<file path="src/rtl/gru_seq_feeder.sv">
// Ping-pong sequence buffer that replays buffered track vectors to the GRU x_t input
// at a fixed cadence of STEP_CYCLES per timestep, zero-padding short sequences to SEQ_LEN.
//   state | meaning
//   IDLE  | no full bank at rd_bank, outputs held at zero
//   PLAY  | replaying bank rd_bank, step/cyc track the cycle currently on the outputs
module gru_seq_feeder #(
  parameter int X_SIZE      = 6,
  parameter int SEQ_LEN     = 15,
  parameter int WIDTH       = 16,
  parameter int STEP_CYCLES = 19
) (
  input  logic                       clk,
  input  logic                       reset,
  input  logic                       in_valid,
  output logic                       in_ready,
  input  logic signed [WIDTH-1:0]    in_data [0:X_SIZE-1],
  input  logic                       in_last,
  output logic signed [WIDTH-1:0]    x_t [0:X_SIZE-1],
  output logic                       step_valid,
  output logic [$clog2(SEQ_LEN)-1:0] step_idx,
  output logic                       seq_first,
  output logic                       seq_last,
  output logic                       seq_done,
  output logic                       busy
);

  localparam int STEP_W = $clog2(SEQ_LEN);
  localparam int LEN_W  = $clog2(SEQ_LEN + 1);
  localparam int CYC_W  = $clog2(STEP_CYCLES);
  localparam logic [STEP_W-1:0] LAST_STEP = STEP_W'(SEQ_LEN - 1);
  localparam logic [CYC_W-1:0]  LAST_CYC  = CYC_W'(STEP_CYCLES - 1);

  typedef enum logic {IDLE, PLAY} state_t;

  state_t            state, state_nxt;
  logic [WIDTH-1:0]  mem [0:1][0:SEQ_LEN-1][0:X_SIZE-1];
  logic [1:0]        full;
  logic [LEN_W-1:0]  len [0:1];
  logic              wr_bank, rd_bank, rd_bank_nxt;
  logic [STEP_W-1:0] wr_idx, step, step_nxt;
  logic [CYC_W-1:0]  cyc, cyc_nxt;
  logic              accept, close, seq_end, play_nxt, pad_nxt;

  assign in_ready = !reset && !full[wr_bank];
  assign accept   = in_valid && in_ready;
  assign close    = accept && (in_last || wr_idx == LAST_STEP);
  assign seq_end  = (state == PLAY) && (cyc == LAST_CYC) && (step == LAST_STEP);

  // Storage is not reset; stale contents are never shown because len gates reads.
  always_ff @(posedge clk) begin
    if (accept) begin
      for (int j = 0; j < X_SIZE; j++) mem[wr_bank][wr_idx][j] <= in_data[j];
    end
  end

  always_ff @(posedge clk) begin
    if (reset) begin
      full    <= '0;
      wr_bank <= 1'b0;
      wr_idx  <= '0;
      len[0]  <= '0;
      len[1]  <= '0;
    end else begin
      if (accept) begin
        if (close) begin
          full[wr_bank] <= 1'b1;
          len[wr_bank]  <= LEN_W'(wr_idx) + LEN_W'(1);
          wr_idx        <= '0;
          wr_bank       <= !wr_bank;
        end else begin
          wr_idx <= wr_idx + 1'b1;
        end
      end
      // Write only touches a non-full bank, so this never collides with the set above.
      if (seq_end) full[rd_bank] <= 1'b0;
    end
  end

  always_ff @(posedge clk) begin
    if (reset) begin
      state   <= IDLE;
      rd_bank <= 1'b0;
      step    <= '0;
      cyc     <= '0;
    end else begin
      state   <= state_nxt;
      rd_bank <= rd_bank_nxt;
      step    <= step_nxt;
      cyc     <= cyc_nxt;
    end
  end

  always_comb begin
    state_nxt   = state;
    rd_bank_nxt = rd_bank;
    step_nxt    = step;
    cyc_nxt     = cyc;
    case (state)
      IDLE: begin
        if (full[rd_bank]) begin
          state_nxt = PLAY;
          step_nxt  = '0;
          cyc_nxt   = '0;
        end
      end
      PLAY: begin
        if (cyc != LAST_CYC) begin
          cyc_nxt = cyc + 1'b1;
        end else begin
          cyc_nxt = '0;
          if (step != LAST_STEP) begin
            step_nxt = step + 1'b1;
          end else begin
            step_nxt    = '0;
            rd_bank_nxt = !rd_bank;
            if (!full[!rd_bank]) state_nxt = IDLE;
          end
        end
      end
      default: state_nxt = IDLE;
    endcase
  end

  // Outputs are registered from the next-state values so they align with step/cyc.
  assign play_nxt = (state_nxt == PLAY);
  assign pad_nxt  = LEN_W'(step_nxt) >= len[rd_bank_nxt];

  always_ff @(posedge clk) begin
    if (reset) begin
      busy       <= 1'b0;
      step_valid <= 1'b0;
      seq_first  <= 1'b0;
      seq_last   <= 1'b0;
      seq_done   <= 1'b0;
      step_idx   <= '0;
      for (int j = 0; j < X_SIZE; j++) x_t[j] <= '0;
    end else begin
      busy       <= play_nxt;
      step_valid <= play_nxt && (cyc_nxt == '0);
      seq_first  <= play_nxt && (cyc_nxt == '0) && (step_nxt == '0);
      seq_last   <= play_nxt && (cyc_nxt == '0) && (step_nxt == LAST_STEP);
      seq_done   <= play_nxt && (cyc_nxt == LAST_CYC) && (step_nxt == LAST_STEP);
      step_idx   <= play_nxt ? step_nxt : '0;
      for (int j = 0; j < X_SIZE; j++)
        x_t[j] <= (play_nxt && !pad_nxt) ? mem[rd_bank_nxt][step_nxt][j] : '0;
    end
  end

endmodule

</file>
<file path="config.mk">
export PLATFORM = sky130hd
export DESIGN_NAME = gru_seq_feeder
export DESIGN_NICKNAME = d
export VERILOG_FILES = /design/src/rtl/gru_seq_feeder.sv
export SDC_FILE = /design/constraint.sdc
export NUM_CORES = 2
export LEC_CHECK = 0
export BUFFER_PORTS_ARGS = -buffer_cell sky130_fd_sc_hd__buf_4
export CORE_MARGIN = 3
export CORE_UTILIZATION = 35
export CTS_BUF_LIST = sky130_fd_sc_hd__clkbuf_8
export CTS_CLUSTER_SIZE = 25
export DETAILED_ROUTE_END_ITERATION = 8
export MAX_ROUTING_LAYER = met4
export SYNTH_ARGS = -nofsm -noshare
export SYNTH_HDL_FRONTEND = slang
export SYNTH_SLANG_ARGS = --single-unit
</file>
<file path="constraint.sdc">
create_clock -name clk -period 14.35 [get_ports clk]
set_input_delay 0.7175 -clock clk [delete_from_list [all_inputs] [get_ports clk]]
set_output_delay 0.7175 -clock clk [all_outputs]
set_load 0.02 [all_outputs]
</file>
==> impl_metrics.tcl <==
set metrics [dict create \
    worstPathCellList "inv_1 -> ha_1 -> and4bb_2 -> mux2i_1 -> a32o_4 -> inv_8 -> buf_4 -> buf_4 -> buf_4 -> a311oi_1 -> nor4_1 -> a31oi_1" \
    antenna_found_initial 64 \
    p_per_area_nw_per_um2 120 \
    rsz0062_at_grt "no" \
    syn-num-nets 9403 \
    final_layout_size_suffix_gt1_share_pct 11.4 \
    reg2reg_depth 12 \
    htreeDepth 5 \
    rows 221 \
    crit_slowest_cell "buf_4" \
    synth_edf_count 2888 \
    fmax_ghz 0.176 \
    hold_viol 0 \
    worst-path-buf-inv 5 \
    clockBufferDepth 4 \
    slowest_delay_ps 820 \
    yosysSeqAreaShare_pct 69.8 \
    cp.depth 12 \
    period_minus_slack_ps 5690 \
    wl_um 477000 \
    cts-resized-gates 0 \
    grt_pass1_vias 86719 \
    cts_buffers 468 \
    netlist_area_um2 128000 \
    synth_cells 9291 \
    intPower_mw 13.2 \
    p_sw_share_pct 22.6 \
    power.switching_mw 3.86 \
    yosys_warnings 0 \
    nets 9440 \
    post_cts_buffers 0 \
    synth.area.top_cells "edfxtp_1 (68%), a21o_1 (7.1%), nand2_1 (3.9%), a211oi_1 (3.0%), and3_1 (2.6%)" \
    fin_tns_setup_ps 0 \
    synth-seq-cells 3010 \
    yosys.cell_count.top_type "edfxtp_1" \
    die_x_um 610 \
    dieArea_um2 372000 \
    ys_top_cells_by_count "edfxtp_1 (2888), nand2_1 (1327), a21o_1 (1203)" \
    status "finished clean" \
    boundaryPins 206 \
    combPwrFrac_pct 3.5 \
    dr.pass1.iters 6 \
    cpMostUsedCell "buf_4" \
    holdBufCountCts 2 \
    clock-sinks 3010 \
    worstMarginPinSlew_ps 1370 \
    antenna_left 0 \
    min_path_cells 2 \
    post-route-period-util_pct 39.6 \
    power_mw 17.1 \
    gr-usage-all-layers_pct 25.5 \
    seqPwrFrac_pct 56.7 \
    clock-root-buffer "clkbuf_8" \
    hold_class "input port to register" \
    synth_top_area_cell "edfxtp_1" \
    routed_via_density 6.10 \
    dpl.hpwl_um 272000 \
    drc 0 \
    maxCapViolCount 0 \
    initial_core_util_pct 35.2 \
    cts_tree "yes" \
    area_growth_pct 11.9 \
    grt_pass1_wl_um 664000 \
    async_reset_ff_share_pct 0 \
    insertion_delay_ps 1120 \
    postSynthAreaPerCell_um2 13.8 \
    grt_overflow 0 \
    critPathKind "register to register" \
    finClkSkew_ps 111 \
    crit_path_max_fanout 92 \
    vias 89036 \
    die_h_um 610 \
    avgRoutedWirePerCell_um 32.7 \
    setup_viol 0 \
    yosysUniqueCellTypes 57 \
    path_clk_slew_ps 60 \
    port_buffers 205 \
    cp_data_required_time_ps 15230 \
    first_iter_violations 12389 \
    peakVddDrop_mv 0.0763 \
    critPathCaptureType "register" \
    relSlewSlack_pct 8.56 \
    core_area_um2 363000 \
    cp-start-kind "register" \
    crit_family "buffers and inverters" \
    p_leak_nw 53.7 \
    power_frac_clock_pct 39.8 \
    place.gp.congestion 0.866 \
    synth-main-ff-cell "edfxtp_1" \
    grt_max_degree 162 \
    yosys.area.top_type_share_pct 67.9 \
    slew_viol_final 0 \
    arrival_ps 6570 \
]
==> sequential cells by signal, indices dropped and copies added (netlist names) <==
name	flops
busy	1
cyc	5
full	2
len	8
mem	2880
rd_bank	1
seq_done	1
seq_first	1
seq_last	1
step	4
step_idx	4
step_valid	1
wr_bank	1
wr_idx	4
x_t	96
==> cell usage in the layout (no fill, tap or decap), types with 110 or more instances in the layout <==
| cell | Yosys | routed |
|---|---|---|
| nand2_1 | 1327 | 1321 |
| a211oi_1 | 518 | 518 |
| inv_1 | 13 | 205 |
| a311oi_1 | 330 | 330 |
| nor2b_1 | 241 | 241 |
| a2111oi_0 | 120 | 120 |
| buf_4 | 32 | 386 |
| dfxtp_1 | 122 | 122 |
| mux2i_1 | 216 | 216 |
| a31oi_1 | 132 | 130 |
| a21oi_1 | 110 | 110 |
| a21o_1 | 1203 | 1203 |
| nand3_1 | 170 | 165 |
| clkbuf_8 | 0 | 512 |
| edfxtp_1 | 2888 | 2888 |
| and3_1 | 523 | 523 |
==> per-stage QoR <==
step,hold WS (ps),util [%],std cells,instance area (µm²),setup slack [ps]
2_1_floorplan,466,-,9291,128000,3120
4_1_cts,29.6,39.4,14519,143000,8850
3_3_place_gp,490,36.9,13650,134000,8870
6_report,84.2,39.4,14587,143000,8660
3_5_place_dp,510,36.9,13650,134000,8850
5_1_grt,81.5,39.4,14573,143000,8380
==> routing by layer <==
layer / track usage, % / wire [µm]
met1: 30.8 / 173000
met4: 13.5 / 28900
met5: - / 0
met2: 39.5 / 221000
met3: 6.11 / 54200
==> logic make-up after synthesis <==
kind of cell | Yosys count | synth area share (%)
flip-flops | 3010 | 69.8
AO/OA/AOI/OAI | 2616 | 15.5
AND/OR/NAND/NOR | 2535 | 9.44
buffers and inverters | 867 | 2.86
multiplexers | 247 | 2.23
adder cells (fa/ha/maj) | 12 | 0.118
XOR/XNOR | 4 | 0.0274
==> area by class of cell <==
cell class	count	area, µm²
fillers	33725	220000
flip-flops and latches	3010	89200
multi-input cells	5414	35300
clock buffers	512	7050
well taps	4794	6000
repair buffers	417	3500
clock inverters	355	1660
diodes	68	170
inverters	17	72.6
==> worst paths after layout <==
check,start,end,slack [ps]
max,cyc[0],x_t[89],8660
min,in_data[68],mem[0][68],80
min reg2reg,full[0],full[0],520
max reg2reg,cyc[0],x_t[89],8660
==> power groups by stage <==
stage,logic (mW),clock network (mW),registers [mW]
6_report,0.593,6.81,9.70
5_1_grt,0.625,7.25,9.69
4_1_cts,0.582,6.86,9.70
3_5_place_dp,0.579,0,9.88
3_3_place_gp,0.559,0,9.88
2_1_floorplan,0.307,0,9.87
Note: power is estimated with default switching activity, not from simulation.
